### config.mk
export PLATFORM = sky130hd
export DESIGN_NAME = pc_fetch_unit
export DESIGN_NICKNAME = d
export VERILOG_FILES = /design/src/rtl/riscv_pkg.sv /design/src/rtl/fetch_fifo.sv /design/src/rtl/pc_fetch_unit.sv
export SDC_FILE = /design/constraint.sdc
export NUM_CORES = 1
export LEC_CHECK = 0
export ABC_AREA = 1
export CAP_MARGIN = 10
export CORE_MARGIN = 2
export CORE_UTILIZATION = 50
export DETAILED_ROUTE_END_ITERATION = 7
export PLACE_DENSITY = 0.78
export SLEW_MARGIN = 5
export SYNTH_ARGS = -nofsm -noshare
export SYNTH_HDL_FRONTEND = slang
export SYNTH_SLANG_ARGS = --single-unit
### constraint.sdc
create_clock -name clk -period 10.45 [get_ports clk]
set_input_delay 2.09 -clock clk [delete_from_list [all_inputs] [get_ports clk]]
set_output_delay 2.09 -clock clk [all_outputs]
set_load 0.05 [all_outputs]
### src/rtl/riscv_pkg.sv
// Shared RISC-V front-end constants: datapath width, reset vector and the
// canonical NOP encoding (addi x0, x0, 0).
package riscv_pkg;

  localparam int              RV_XLEN     = 32;
  localparam int              RV_INSN_W   = 32;
  localparam logic [31:0]     RV_RESET_PC = 32'h0000_0000;
  localparam logic [31:0]     RV_NOP      = 32'h0000_0013;

  typedef logic [RV_INSN_W-1:0] insn_t;

endpackage

### src/rtl/fetch_fifo.sv
// Small synchronous FIFO with occupancy count and single-cycle flush.
// Push and pop may happen together, including when full.
module fetch_fifo #(
  parameter  int WIDTH = 32,
  parameter  int DEPTH = 2,
  localparam int AW    = (DEPTH > 1) ? $clog2(DEPTH) : 1,
  localparam int CW    = $clog2(DEPTH + 1)
) (
  input  logic             clk,
  input  logic             rst,
  input  logic             flush,
  input  logic             push,
  input  logic [WIDTH-1:0] wdata,
  input  logic             pop,
  output logic [WIDTH-1:0] rdata,
  output logic [CW-1:0]    count
);

  logic [WIDTH-1:0] mem_q [DEPTH];
  logic [AW-1:0]    rdPtr_q, rdPtr_d;
  logic [AW-1:0]    wrPtr_q, wrPtr_d;
  logic [CW-1:0]    count_q, count_d;
  logic             empty, full, doPush, doPop;

  // Pointers wrap naturally because DEPTH is a power of two.
  always_comb begin
    empty   = (count_q == '0);
    full    = (count_q == CW'(DEPTH));
    doPop   = pop && !empty;
    doPush  = push && (!full || doPop);
    rdPtr_d = rdPtr_q;
    wrPtr_d = wrPtr_q;
    count_d = count_q;
    if (flush) begin
      rdPtr_d = '0;
      wrPtr_d = '0;
      count_d = '0;
    end else begin
      if (doPop)  rdPtr_d = rdPtr_q + 1'b1;
      if (doPush) wrPtr_d = wrPtr_q + 1'b1;
      case ({doPush, doPop})
        2'b10:   count_d = count_q + 1'b1;
        2'b01:   count_d = count_q - 1'b1;
        default: count_d = count_q;
      endcase
    end
  end

  always_ff @(posedge clk or posedge rst) begin
    if (rst) begin
      rdPtr_q <= '0;
      wrPtr_q <= '0;
      count_q <= '0;
    end else begin
      rdPtr_q <= rdPtr_d;
      wrPtr_q <= wrPtr_d;
      count_q <= count_d;
    end
  end

  always_ff @(posedge clk) begin
    if (doPush && !flush) mem_q[wrPtr_q] <= wdata;
  end

  assign rdata = mem_q[rdPtr_q];
  assign count = count_q;

endmodule

### src/rtl/pc_fetch_unit.sv
// Instruction fetch front end: issues word-aligned fetches, tracks in-flight
// PCs, buffers returned words and discards stale beats after a redirect.
module pc_fetch_unit
  import riscv_pkg::*;
#(
  parameter int              XLEN     = RV_XLEN,
  parameter logic [XLEN-1:0] RESET_PC = RV_RESET_PC,
  parameter int              DEPTH    = 2
) (
  input  logic                 clk,
  input  logic                 rst,
  output logic                 imem_req_valid,
  input  logic                 imem_req_ready,
  output logic [XLEN-1:0]      imem_req_addr,
  input  logic                 imem_rsp_valid,
  input  logic [RV_INSN_W-1:0] imem_rsp_data,
  input  logic                 redirect_valid,
  input  logic [XLEN-1:0]      redirect_pc,
  output logic                 inst_valid,
  input  logic                 inst_ready,
  output logic [RV_INSN_W-1:0] inst_data,
  output logic [XLEN-1:0]      inst_pc
);

  localparam int CW = $clog2(DEPTH + 1);
  localparam int BW = RV_INSN_W + XLEN;

  logic [XLEN-1:0] fetchPc_q, fetchPc_d;
  logic [CW-1:0]   dropCnt_q, dropCnt_d;
  logic [CW-1:0]   outCount, bufCount;
  logic [XLEN-1:0] oldestPc;
  logic [BW-1:0]   bufHead;
  logic            reqFire, bufPush, bufPop;
  logic            unusedRedirectLsb;

  assign unusedRedirectLsb = ^redirect_pc[1:0];

  // Every in-flight request reserves a buffer slot, so the buffer cannot overflow.
  assign imem_req_valid = !rst && !redirect_valid &&
                          (({1'b0, outCount} + {1'b0, bufCount}) < (CW+1)'(DEPTH));
  assign imem_req_addr  = fetchPc_q;

  always_comb begin
    reqFire   = imem_req_valid && imem_req_ready;
    bufPush   = imem_rsp_valid && (dropCnt_q == '0) && !redirect_valid;
    bufPop    = inst_valid && inst_ready && !redirect_valid;
    fetchPc_d = fetchPc_q;
    dropCnt_d = dropCnt_q;
    if (redirect_valid) begin
      fetchPc_d = {redirect_pc[XLEN-1:2], 2'b00};
      // The beat arriving now is discarded by the flush; everything still in flight is stale.
      dropCnt_d = (imem_rsp_valid && (outCount != '0)) ? outCount - 1'b1 : outCount;
    end else begin
      if (reqFire) fetchPc_d = fetchPc_q + XLEN'(4);
      if (imem_rsp_valid && (dropCnt_q != '0)) dropCnt_d = dropCnt_q - 1'b1;
    end
  end

  always_ff @(posedge clk or posedge rst) begin
    if (rst) begin
      fetchPc_q <= RESET_PC;
      dropCnt_q <= '0;
    end else begin
      fetchPc_q <= fetchPc_d;
      dropCnt_q <= dropCnt_d;
    end
  end

  fetch_fifo #(
    .WIDTH (XLEN),
    .DEPTH (DEPTH)
  ) u_outstanding (
    .clk   (clk),
    .rst   (rst),
    .flush (1'b0),
    .push  (reqFire),
    .wdata (fetchPc_q),
    .pop   (imem_rsp_valid),
    .rdata (oldestPc),
    .count (outCount)
  );

  fetch_fifo #(
    .WIDTH (BW),
    .DEPTH (DEPTH)
  ) u_buffer (
    .clk   (clk),
    .rst   (rst),
    .flush (redirect_valid),
    .push  (bufPush),
    .wdata ({imem_rsp_data, oldestPc}),
    .pop   (bufPop),
    .rdata (bufHead),
    .count (bufCount)
  );

  assign inst_valid = (bufCount != '0);
  assign inst_data  = inst_valid ? bufHead[BW-1 -: RV_INSN_W] : '0;
  assign inst_pc    = inst_valid ? bufHead[XLEN-1:0] : '0;

endmodule

==> flow_summary_export.csv <==
group,metric,value,unit
synthesis,synth_seq_area_share,66.7,%
floorplanning,die-area,20700,µm²
clock_network,ctsHoldBuffers,0,
worst_setup_path,reg2reg_to,"u_outstanding.mem_q[1][9]",
synthesis,synthMostInstantiatedCell,"nand2_1",
clock_network,cts_root_buffer,"clkbuf_16",
clock_network,clk_latency,0.51,ns
synthesis,synth_edf_count,184,
finish,multi_input_area,2860,µm²
sta,rsz0062_at_grt,"no",
sta,fin_crit_sh,58.6,%
floorplanning,core,19300,µm²
floorplanning,die_width,144,µm
placed_design,hpwl,13.1,mm
grt,antenna_found_initial,0,
synthesis,synth.area.mux_share,0,%
synthesis,synth_common_cells,"396 x nand2_1, 184 x edfxtp_1, 67 x a21oi_1",
finish,fin_nets,1196,
worst_setup_path,cp-start-kind,"input port",
synthesis,synth-xor-area-share,1.07,%
worst_setup_path,reg2reg_slack,7.22,ns
worst_setup_path,crit_path_end_kind,"primary output",
placed_design,portBuffers,161,
pwr,peakVddDrop,0.125,mV
finish,seqCellArea,6530,µm²
synthesis,yosys_most_used_dff,"edfxtp_1",
sta,fmax,0.163,GHz
pwr,p_leak,4.81,nW
sta,skew,0.0155,ns
clock_network,cts.repair.resized,0,
floorplanning,core.rowCount,51,
finish,n_antenna_cell,0,
synthesis,yosys-top-cells-area,"edfxtp_1 56%, nand2_1 15%, dfrtp_1 10%",
synthesis,netlist_instances,963,
pwr,cellPowerDensity,264,nW/µm²
clock_network,cts_buffer_depth,3,
drt,vias_per_cell,5.02,
synthesis,synthSimpleGateAreaFrac,21.2,%
pwr,finalPower,3.27,mW
sta,finalCriticalPeriod,6.12,ns
clock_network,cts_tree,"built",
placed_design,gp_congestion,0.886,
hold_path,holdPathStages,2,
sta,maxSlewHeadroom,36.6,%
synthesis,syn_area,9790,µm²
clock_network,cts_sinks,224,
floorplanning,start_util,50.6,%
hold_path,holdPathEnd,"u_buffer.mem_q[1][11]",
floorplanning,io_pins,168,
synthesis,yosys.area_share.adder,0.844,%
sta,max_slew.worst_pin.slew,0.950,ns
synthesis,yosys_warnings,0,
drt,wl_per_cell,14.9,µm
drt,antenna_left,0,
synthesis,synth_top_family_by_area,"simple AND/OR/NAND/NOR gates",
drt,firstDrtPassIters,5,
worst_setup_path,crit_fanout,42,
outcome,outcome,"complete, no violations",
finish,design_area,12400,µm²
clock_network,path_clk_slew,0.06,ns
grt,grtUsageTotal,19.9,%
sta,setup-violations-final,0,
flow_run,cap_viol_max_count,0,
sta,hold_viol_final,0,
hold_path,hold_path_class,"flip-flop to flip-flop",
clock_network,cts_buffers,23,
synthesis,synth_area_leader_cell,"edfxtp_1",
drt,drc,0,
worst_setup_path,path_class,"input port to primary output",
sta,tns,0,ns
finish,n_fill_cell,1523,
grt,grt_max_degree,64,
synthesis,ys_ff_latch,224,
clock_network,postCtsSetupBuffers,0,
worst_setup_path,reg2reg_depth,8,
worst_setup_path,cp.required,8.36,ns
grt,grt_pass1_wl,32.3,mm
sta,slew_viol_final,0,
synthesis,synth.avg_cell_area,10.2,µm²
finish,drive_gt1_share,6.43,%
synthesis,ys_async_sr_fraction,17.9,%
synthesis,synth_cell_types,34,
synthesis,synth_compound_area_share,5.64,%
worst_setup_path,arrival,4.03,ns
grt,grt-ovfl-total,0,
clock_network,ctsHtreeMaxLevel,1,
finish,syn_to_final_growth,26.4,%
hold_path,holdCritStartpoint,"u_outstanding.mem_q[1][11]",
floorplanning,dieHeight,144,µm
drt,dr_total_vias,7026,
grt,grt_pass1_vias,6754,
drt,totalWireLength,20.8,mm
synthesis,synth.top_cell.area_share,56.5,%
worst_setup_path,crit-reg2reg-launch,"u_buffer.count[0]",
placed_design,dpl-instance-area,11600,µm²
drt,dr.first_iter.drc_count,468,
-- worst max path at each step --
stage	startpoint	end	slack, ns	cells after the start
global route	rst	imem_req_valid	4.19	6
floorplan	rst	imem_req_valid	4.86	3
finish	rst	imem_req_valid	4.33	6
CTS	rst	imem_req_valid	4.29	6
global placement	rst	imem_req_valid	4.29	6
detailed placement	rst	imem_req_valid	4.29	6
-- where the power goes --
| group | total (mW) | internal (mW) | switching (mW) |
|---|---|---|---|
| sequential | 1.19 | 1.11 | 0.0843 |
| combinational | 1.29 | 0.377 | 0.912 |
| clock | 0.785 | 0.469 | 0.316 |
-- routing by layer --
layer | up-vias | global-route usage [%] | wire [µm] | part of all wire [%]
met5 | - | 0 | 0 | 0
met4 | 0 | 7.64 | 521 | 2.5
met3 | 36 | 3.27 | 1460 | 7.0
met2 | 242 | 33.3 | 9700 | 47
met1 | 3278 | 26.2 | 9130 | 44
li1 | 3470 | - | - | -
-- sequential cells by signal, summed over array words and instances (netlist names), 2 cells and up --
signal               count
u_buffer.mem_q         124
u_outstanding.mem_q     60
imem_req_addr           30
dropCnt_q                2
u_buffer.count           2
u_outstanding.count      2
-- critical path: stages --
cell and delay, ns:
clkdlybuf4s50_1 0.39, inv_1 0.05, buf_4 0.48, nand3_1 0.14
inv_1 0.07, clkdlybuf4s50_1 0.79
-- stage by stage --
stage | hold WS (ns) | worst slack (ns) | std cells | util, %
CTS | 0.515 | 4.29 | 1400 | 64.0
global route | 0.553 | 4.19 | 1400 | 64.0
floorplan | 0.482 | 4.86 | 966 | -
global placement | 0.512 | 4.29 | 1360 | 60.2
detailed placement | 0.518 | 4.29 | 1360 | 60.2
finish | 0.524 | 4.33 | 1400 | 64.0
-- layout make-up --
type / instances / share of cell area (%)
Clock buffer: 31 / 5.06
Clock inverter: 9 / 0.819
Inverter: 68 / 2.06
Multi-Input combinational cell: 634 / 23.1
Sequential cell: 224 / 52.8
Tap cell: 265 / 2.68
Timing Repair Buffer: 169 / 13.5
-- kinds of logic (layout without fill, tap and decap cells) --
logic type | count (synthesis) | in the layout
adder cells (fa/ha/maj) | 6 | 6
XOR/XNOR | 12 | 12
other | 1 | 4
AO/OA/AOI/OAI | 104 | 104
buffers and inverters | 108 | 277
AND/OR/NAND/NOR | 508 | 508
flip-flops | 224 | 224
-- placed cells by master (no fill, tap or decap), types with 12 or more instances in the layout --
cell             count
dfrtp_1             39
nor2_1              54
nand2_1            396
clkbuf_16           23
clkdlybuf4s50_1    161
edfxtp_1           184
nand3_1             29
a21oi_1             67
nor2_4              12
o21ai_0             24
inv_1               63
No activity file was read; power rests on OpenSTA's default activity.
